--- src/rtl/uart_tx_if.sv ---
// Handshake bundle between the UART TX frame controller, its register/FIFO
// source, and the shift-out serializer.
interface uart_tx_if #(
  parameter int WIDTH = 8
);
  logic [WIDTH-1:0] P_DATA;
  logic             Data_Valid;
  logic             PAR_EN;
  logic             PAR_TYP;
  logic             ser_done;
  logic             ser_data;
  logic             ser_en;
  logic [WIDTH-1:0] ser_p_data;
  logic             TX_OUT;
  logic             busy;

  modport master (
    output P_DATA, Data_Valid, PAR_EN, PAR_TYP, ser_done, ser_data,
    input  ser_en, ser_p_data, TX_OUT, busy
  );

  modport slave (
    input  P_DATA, Data_Valid, PAR_EN, PAR_TYP, ser_done, ser_data,
    output ser_en, ser_p_data, TX_OUT, busy
  );
endinterface

--- src/rtl/uart_tx_ctrl.sv ---
// UART TX frame controller: captures a word, computes parity and sequences
// start / data / parity / stop bits onto TX_OUT, one bit per clock.
module uart_tx_ctrl #(
  parameter int WIDTH = 8
) (
  input  logic      CLK,
  input  logic      RST,
  uart_tx_if.slave  bus
);

  typedef enum logic [2:0] {
    IDLE   = 3'd0,
    START  = 3'd1,
    DATA   = 3'd2,
    PARITY = 3'd3,
    STOP   = 3'd4
  } state_t;

  state_t           state_q;
  logic [WIDTH-1:0] p_data_q;
  logic             par_bit_q;
  logic             par_en_q;
  logic             accept;

  // A new word may be taken while idle or while the stop bit is on the line.
  assign accept = bus.Data_Valid && ((state_q == IDLE) || (state_q == STOP));

  always_ff @(posedge CLK or negedge RST) begin
    if (!RST) begin
      state_q   <= IDLE;
      p_data_q  <= '0;
      par_bit_q <= 1'b0;
      par_en_q  <= 1'b0;
    end else begin
      if (accept) begin
        p_data_q  <= bus.P_DATA;
        par_en_q  <= bus.PAR_EN;
        par_bit_q <= (^bus.P_DATA) ^ bus.PAR_TYP;
      end
      case (state_q)
        IDLE:    state_q <= accept ? START : IDLE;
        START:   state_q <= DATA;
        DATA:    if (bus.ser_done) state_q <= par_en_q ? PARITY : STOP;
        PARITY:  state_q <= STOP;
        STOP:    state_q <= accept ? START : IDLE;
        default: state_q <= IDLE;
      endcase
    end
  end

  assign bus.ser_p_data = p_data_q;

  always_comb begin
    bus.TX_OUT = 1'b1;
    bus.busy   = 1'b0;
    bus.ser_en = 1'b0;
    case (state_q)
      START: begin
        bus.TX_OUT = 1'b0;
        bus.busy   = 1'b1;
        bus.ser_en = 1'b1;
      end
      DATA: begin
        // Keep shifting until the serializer reports the MSB is on the line.
        bus.TX_OUT = bus.ser_data;
        bus.busy   = 1'b1;
        bus.ser_en = ~bus.ser_done;
      end
      PARITY: begin
        bus.TX_OUT = par_bit_q;
        bus.busy   = 1'b1;
      end
      STOP: begin
        bus.busy   = 1'b1;
      end
      default: begin
        bus.TX_OUT = 1'b1;
        bus.busy   = 1'b0;
        bus.ser_en = 1'b0;
      end
    endcase
  end

endmodule

--- src/flat_wrapper.sv ---
// flat-port wrapper written by rule: the top's interface ports become plain ports
module uart_tx_ctrl_flat 
#(
  parameter int WIDTH = 8
)
  (CLK, RST, bus_P_DATA, bus_Data_Valid, bus_PAR_EN, bus_PAR_TYP, bus_ser_done, bus_ser_data, bus_ser_en, bus_ser_p_data, bus_TX_OUT, bus_busy);
  uart_tx_if #(.WIDTH(WIDTH)) bus_i ();
  input  logic CLK;
  input  logic RST;
  input wire logic [$bits(bus_i.P_DATA)-1:0] bus_P_DATA;
  input wire logic [$bits(bus_i.Data_Valid)-1:0] bus_Data_Valid;
  input wire logic [$bits(bus_i.PAR_EN)-1:0] bus_PAR_EN;
  input wire logic [$bits(bus_i.PAR_TYP)-1:0] bus_PAR_TYP;
  input wire logic [$bits(bus_i.ser_done)-1:0] bus_ser_done;
  input wire logic [$bits(bus_i.ser_data)-1:0] bus_ser_data;
  output wire logic [$bits(bus_i.ser_en)-1:0] bus_ser_en;
  output wire logic [$bits(bus_i.ser_p_data)-1:0] bus_ser_p_data;
  output wire logic [$bits(bus_i.TX_OUT)-1:0] bus_TX_OUT;
  output wire logic [$bits(bus_i.busy)-1:0] bus_busy;
  assign bus_i.P_DATA = bus_P_DATA;
  assign bus_i.Data_Valid = bus_Data_Valid;
  assign bus_i.PAR_EN = bus_PAR_EN;
  assign bus_i.PAR_TYP = bus_PAR_TYP;
  assign bus_i.ser_done = bus_ser_done;
  assign bus_i.ser_data = bus_ser_data;
  assign bus_ser_en = bus_i.ser_en;
  assign bus_ser_p_data = bus_i.ser_p_data;
  assign bus_TX_OUT = bus_i.TX_OUT;
  assign bus_busy = bus_i.busy;
  uart_tx_ctrl #(.WIDTH(WIDTH)) u_core (.CLK(CLK), .RST(RST), .bus(bus_i));
endmodule
--- config.mk ---
export PLATFORM = sky130hd
export DESIGN_NAME = uart_tx_ctrl_flat
export DESIGN_NICKNAME = d
export VERILOG_FILES = /design/src/rtl/uart_tx_if.sv /design/src/rtl/uart_tx_ctrl.sv /design/src/flat_wrapper.sv
export SDC_FILE = /design/constraint.sdc
export NUM_CORES = 1
export LEC_CHECK = 0
export ABC_AREA = 1
export CAP_MARGIN = 20
export CORE_MARGIN = 2
export CORE_UTILIZATION = 43
export CTS_CLUSTER_DIAMETER = 150
export DETAILED_ROUTE_END_ITERATION = 8
export GPL_ROUTABILITY_DRIVEN = 0
export PLACE_DENSITY = 0.77
export SLEW_MARGIN = 0
export SYNTH_ARGS = -nofsm -noshare
export SYNTH_HDL_FRONTEND = slang
export SYNTH_SLANG_ARGS = --single-unit
export TNS_END_PERCENT = 1
--- constraint.sdc ---
create_clock -name CLK -period 1.1 [get_ports CLK]
set_input_delay 0.22 -clock CLK [delete_from_list [all_inputs] [get_ports CLK]]
set_output_delay 0.22 -clock CLK [all_outputs]
set_load 0.01 [all_outputs]
### Yosys cells after proc, flatten, opt, wreduce, memory -nomap -nowiden

Index checks and enable logic that the tools add are counted.

| cells by class | value |
|---|---|
| $mul | 0 |
| eq/ne operators | 5 |
| shifts and indexed selects | 0 |
| order comparisons | 0 |
| add/sub/neg operators | 0 |
| div/mod/pow operators | 0 |
| bitwise gates (word level) | 2 |
| reductions and logical operators | 6 |
| mux-type cells | 7 |

Operator list:

| cell | count |
|---|---|
| 3-bit case mux with 4 select lines | 1 |
| 8-bit XOR reduction | 1 |
| 3-bit by 2-bit == test with 1-bit output, second input constant | 2 |
| 3-bit 2-to-1 mux | 2 |
| 4-bit OR reduction | 1 |
| 3-bit by 1-bit == test with 1-bit output, second input constant | 1 |
| 3-bit == test, second input constant | 1 |
| 3-bit zero test | 1 |
| 1-bit case mux with 3 select lines | 1 |
| 1-bit 2-to-1 mux | 2 |
| 2-bit inequality test, second input constant | 1 |
| 1-bit case mux with 2 select lines | 1 |
| 2-bit OR reduction | 1 |
| 1-bit logical AND | 1 |
| 1-bit logical OR | 1 |
| 1-bit NOT | 1 |
| 1-bit XOR | 1 |

| word-level totals | value |
|---|---|
| RAM bits | 0 |
| latch bits | 0 |
| memory bits (read-only) | 0 |
| word-level logic and storage cells | 24 |
| output and inout port bits | 11 |
| memories | 0 |
| input port bits | 15 |
| bits in registers | 13 |

### Depth between registers and ports, before layout

| logic depth | value |
|---|---|
| depth after elaboration | 5 |
| depth in mapped cells | 10 |
| gate-level depth less buffers | 10 |

### Worst setup path before layout

Ideal clock, no wire load.

| timing path | value |
|---|---|
| path type | reg2out |
| start point | register u_core.state_q[1] |
| end point | output bus_ser_en |
| arrival | 846 ps |
| data required time | 880 ps |
| stages on the path, launching flop included | 5 |
| buffers on the path | 0 |
| slack | 34 ps |
| cells stage by stage | dfrtp_1 -> inv_1 -> nor2_2 -> nand2_2 -> o22ai_1 |

| on the way | value |
|---|---|
| cells in the longest elaborated chain, start to end | 2 |
| elaborated cells on any way between the ends | 3 |

Ends and longest elaborated chain:

| element | RTL line | RTL |
|---|---|---|
| start, declared | uart_tx_ctrl.sv:19 | `state_t state_q;` |
| start signal, assigned | uart_tx_ctrl.sv:41 | `IDLE: state_q <= accept ? START : IDLE;` |
| start signal, assigned | uart_tx_ctrl.sv:43 | `DATA: if (bus.ser_done) state_q <= par_en_q ? PARITY : STOP;` |
| start signal, assigned | uart_tx_ctrl.sv:45 | `STOP: state_q <= accept ? START : IDLE;` |
| 3-bit by 2-bit == test with 1-bit output or 3-bit by 1-bit == test with 1-bit output (tied branches) | uart_tx_ctrl.sv:57 | `case (state_q)` |
| 1-bit case mux with 2 select lines * | uart_tx_ctrl.sv:57 |  |
| end, declared | flat_wrapper.sv:16 | `output wire logic [$bits(bus_i.ser_en)-1:0] bus_ser_en;` |

Mark *: on every way between the ends. The rest lies on a longest branch, timed or not.

### Worst setup path after layout

| timing path | value |
|---|---|
| start point | register u_core.state_q[1] |
| end point | output bus_busy |

| on the way | value |
|---|---|
| cells in the longest elaborated chain, start to end | 3 |
| elaborated cells on any way between the ends | 6 |

Ends and longest elaborated chain:

| element | RTL line | RTL |
|---|---|---|
| 3-bit by 1-bit == test with 1-bit output (tied with other cells) | uart_tx_ctrl.sv:57 |  |
| 4-bit OR reduction (no line) * | - |  |
| 1-bit 2-to-1 mux * | uart_tx_ctrl.sv:57 |  |
| end, declared | flat_wrapper.sv:19 | `output wire logic [$bits(bus_i.busy)-1:0] bus_busy;` |

Marks and branches as above.

==> key figures <==
Yosys
  – Syn. warnings: 0
  – Yosys cell types: 19
  – Synthesized area: approximately 740 um^2
  – Cell count after synthesis: 95
  – Seq cells post-synth: 13
  – Sequential area share after synthesis: between 40 and 50%
  – Syn Nets: 110
  – Avg Cell Area, Syn: 7.77 um^2

Floorplan
  – Site row count: 14
  – Die Width: 45.4 um
  – Die Ht: ~45 um
  – Initial Util: 47.4%
  – Die Area: a little over 0.002 mm^2
  – Ports: 26
  – Core Area: 0.00156 mm^2

Place
  – Post-detail-place hpwl: 1.31 mm
  – Placed cell areas: 0.00111 mm^2
  – Placed Cells: ~150
  – Pre-CTS setup slack: -0.459 ns
  – Input/output buffers: 25

Detailed routing
  – Post-Route WL: 1.64 mm
  – DRC: 0
  – Drt pass-1 iters: 2
  – Remaining antenna violation count after routing: 0
  – Vias per Instance: ~4.7
  – Wire length per cell: 10.4 um
  – Vias after detailed routing: 750
  – Number of DRC markers in iteration 0: 4

Setup path
  – Critical Path, Cell by Cell: buf_6, nor2_4, xnor2_1, buf_2
  – CP required: around 0.88 ns
  – CP max FO: 3
  – Kind of critical path: register to primary output
  – Slowest cell on crit path: dfrtp_1
  – Worst R2R Setup Slack: -0.22 ns
  – Crit path capture type: primary output
  – Peak per-stage delay on the critical path: between 0.3 and 0.4 ns
  – WP buf/inv: 2
  – Setup crit start kind: register
  – Worst EP arrival: around 1.2 ns
  – Crit-path leading delay family: flip-flops

Status
  – Outcome: complete, but fails checks
  – Violations in the final reports: setup timing

CTS
  – Clock transition at path regs: 0.08 ns
  – CTS Sinks: 13
  – Clk_lat worst skew: between 0.2 and 0.3 ns
  – Max clock buf depth: 2
  – CTS Root Cell: clkbuf_4
  – H-tree Lvls: 1
  – TritonCTS Buffers: 3
  – CTS tree: done

Timing
  – Fmax: 707 MHz
  – Final Max Slew Viols: 0
  – Post-route clock period utilization: 129%
  – Layout Skew: 0.00246 ns
  – PnR worst setup slack: -0.315 ns
  – Worst hold slack: roughly 0.24 ns
  – Final Setup Violations: 14
  – Period minus WS final: 1.42 ns
  – Worst slew margin: between 80% and 90%
  – Setup TNS: -2.70 ns
  – RSZ-0062 raised after global routing: yes
  – Worst-margin pin slew: about 0.22 ns
  – Final Hold Vio Count: 0

Cells and area
  – Diode count: 0
  – Most common cell after layout, fill and taps aside: nand2_1
  – Seq. cell area: roughly 330 um^2
  – Most frequent cells in the layout: 40 x nand2_1, 15 x buf_4, 14 x clkdlybuf4s50_1
  – Layout Utilization: between 70% and 80%
  – Final net count: 158
  – Area of the multi-input gates: about 370 um^2
  – Area Growth Syn to Fin: 55.1%
  – Fillers: ~120
  – Fin cells: between 150 and 200
  – Finished layout cell area: around 0.0011 mm^2
  – Fraction of layout cells with a size suffix above 1: 37.3%

Global route
  – Antenna violations before repair: 0
  – Total global routing overflow: 0
  – Largest net degree at the start of global routing: 17
  – Total GRT Usage: between 10% and 20%
  – First-pass GRT wire length: roughly 2.7 mm
  – Number of global-route vias before repair: 735

Power
  – P_leak: a little over 0.6 nW
  – Pwr Density: about 2300 mW/mm^2
  – Peak VDD IR: about 0.0013 V
  – Pwr Total: 2.69 mW

Job
  – Max_cap viols: 0

Hold path
  – Hold crit path type: input pin to asynchronous set/reset pin
==> repair_timing <==
action	in CTS	in global routing
gates cloned	0	0
gates resized for setup	49	5
hold buffers	0	0
setup endpoints to repair	21	18
pin swaps	2	3
buffers inserted	1	2
==> cells in the mapped netlist (all sizes together) <==
cell    number  share of area, %
nand2       44                24
o21ai        7               7.8
dfrtp       13                44
nor2         7               5.6
inv         12               6.4
xor2         1               1.2
a211oi       1               1.7
nor3         1              0.68
xnor2        1               1.2
o22ai        1              0.85
buf          1               2.0
nand3        6               4.1
==> cell families after synthesis <==
kind of cell    count (synthesis)  share of synthesized area [%]
simple gates                   58                           34.7
buf+inv                        13                           8.47
flops                          13                           44.1
compound gates                  9                           10.3
xor+xnor                        2                           2.37
==> state kept, by name, summed over array words and instances (netlist names) <==
name                   flops
u_core.par_en_q            1
u_core.bus.ser_p_data      8
u_core.par_bit_q           1
u_core.state_q             3
==> where the power goes <==
group | internal, mW | switching (mW) | total, mW | leakage, nW
clock network | 0.141 | 0.157 | 0.298 | 0.0150
logic | 0.775 | 0.767 | 1.54 | 0.442
registers | 0.701 | 0.144 | 0.845 | 0.161
total | 1.62 | 1.07 | 2.69 | 0.617
==> routing by layer <==
metal / routed length [um] / GRT usage [%]
met3: 65 / 1.19
met2: 902 / 37.2
met5: 0 / 0
met4: 28 / 8.82
met1: 642 / 18.2
==> path summary, 6_finish.rpt <==
path                                     startpoint                        to  cells after the start
setup / recovery                  u_core.state_q[1]                  bus_busy                      4
hold / removal                                  RST         u_core.state_q[2]                      2
setup reg to reg                  u_core.state_q[1]         u_core.state_q[0]                      8
hold reg to reg            u_core.bus.ser_p_data[7]  u_core.bus.ser_p_data[7]                      2
max in group asynchronous                       RST  u_core.bus.ser_p_data[1]                      2
min in group CLK           u_core.bus.ser_p_data[7]  u_core.bus.ser_p_data[7]                      2
==> layout make-up <==
cell class	count	share of cell area (%)
clock buffer	4	2.30
inverter	12	4.15
multi-input combinational	69	32.6
sequential	13	28.4
tap	16	1.75
timing repair buffer	44	30.8
No activity file was read; power rests on OpenSTA's default activity.
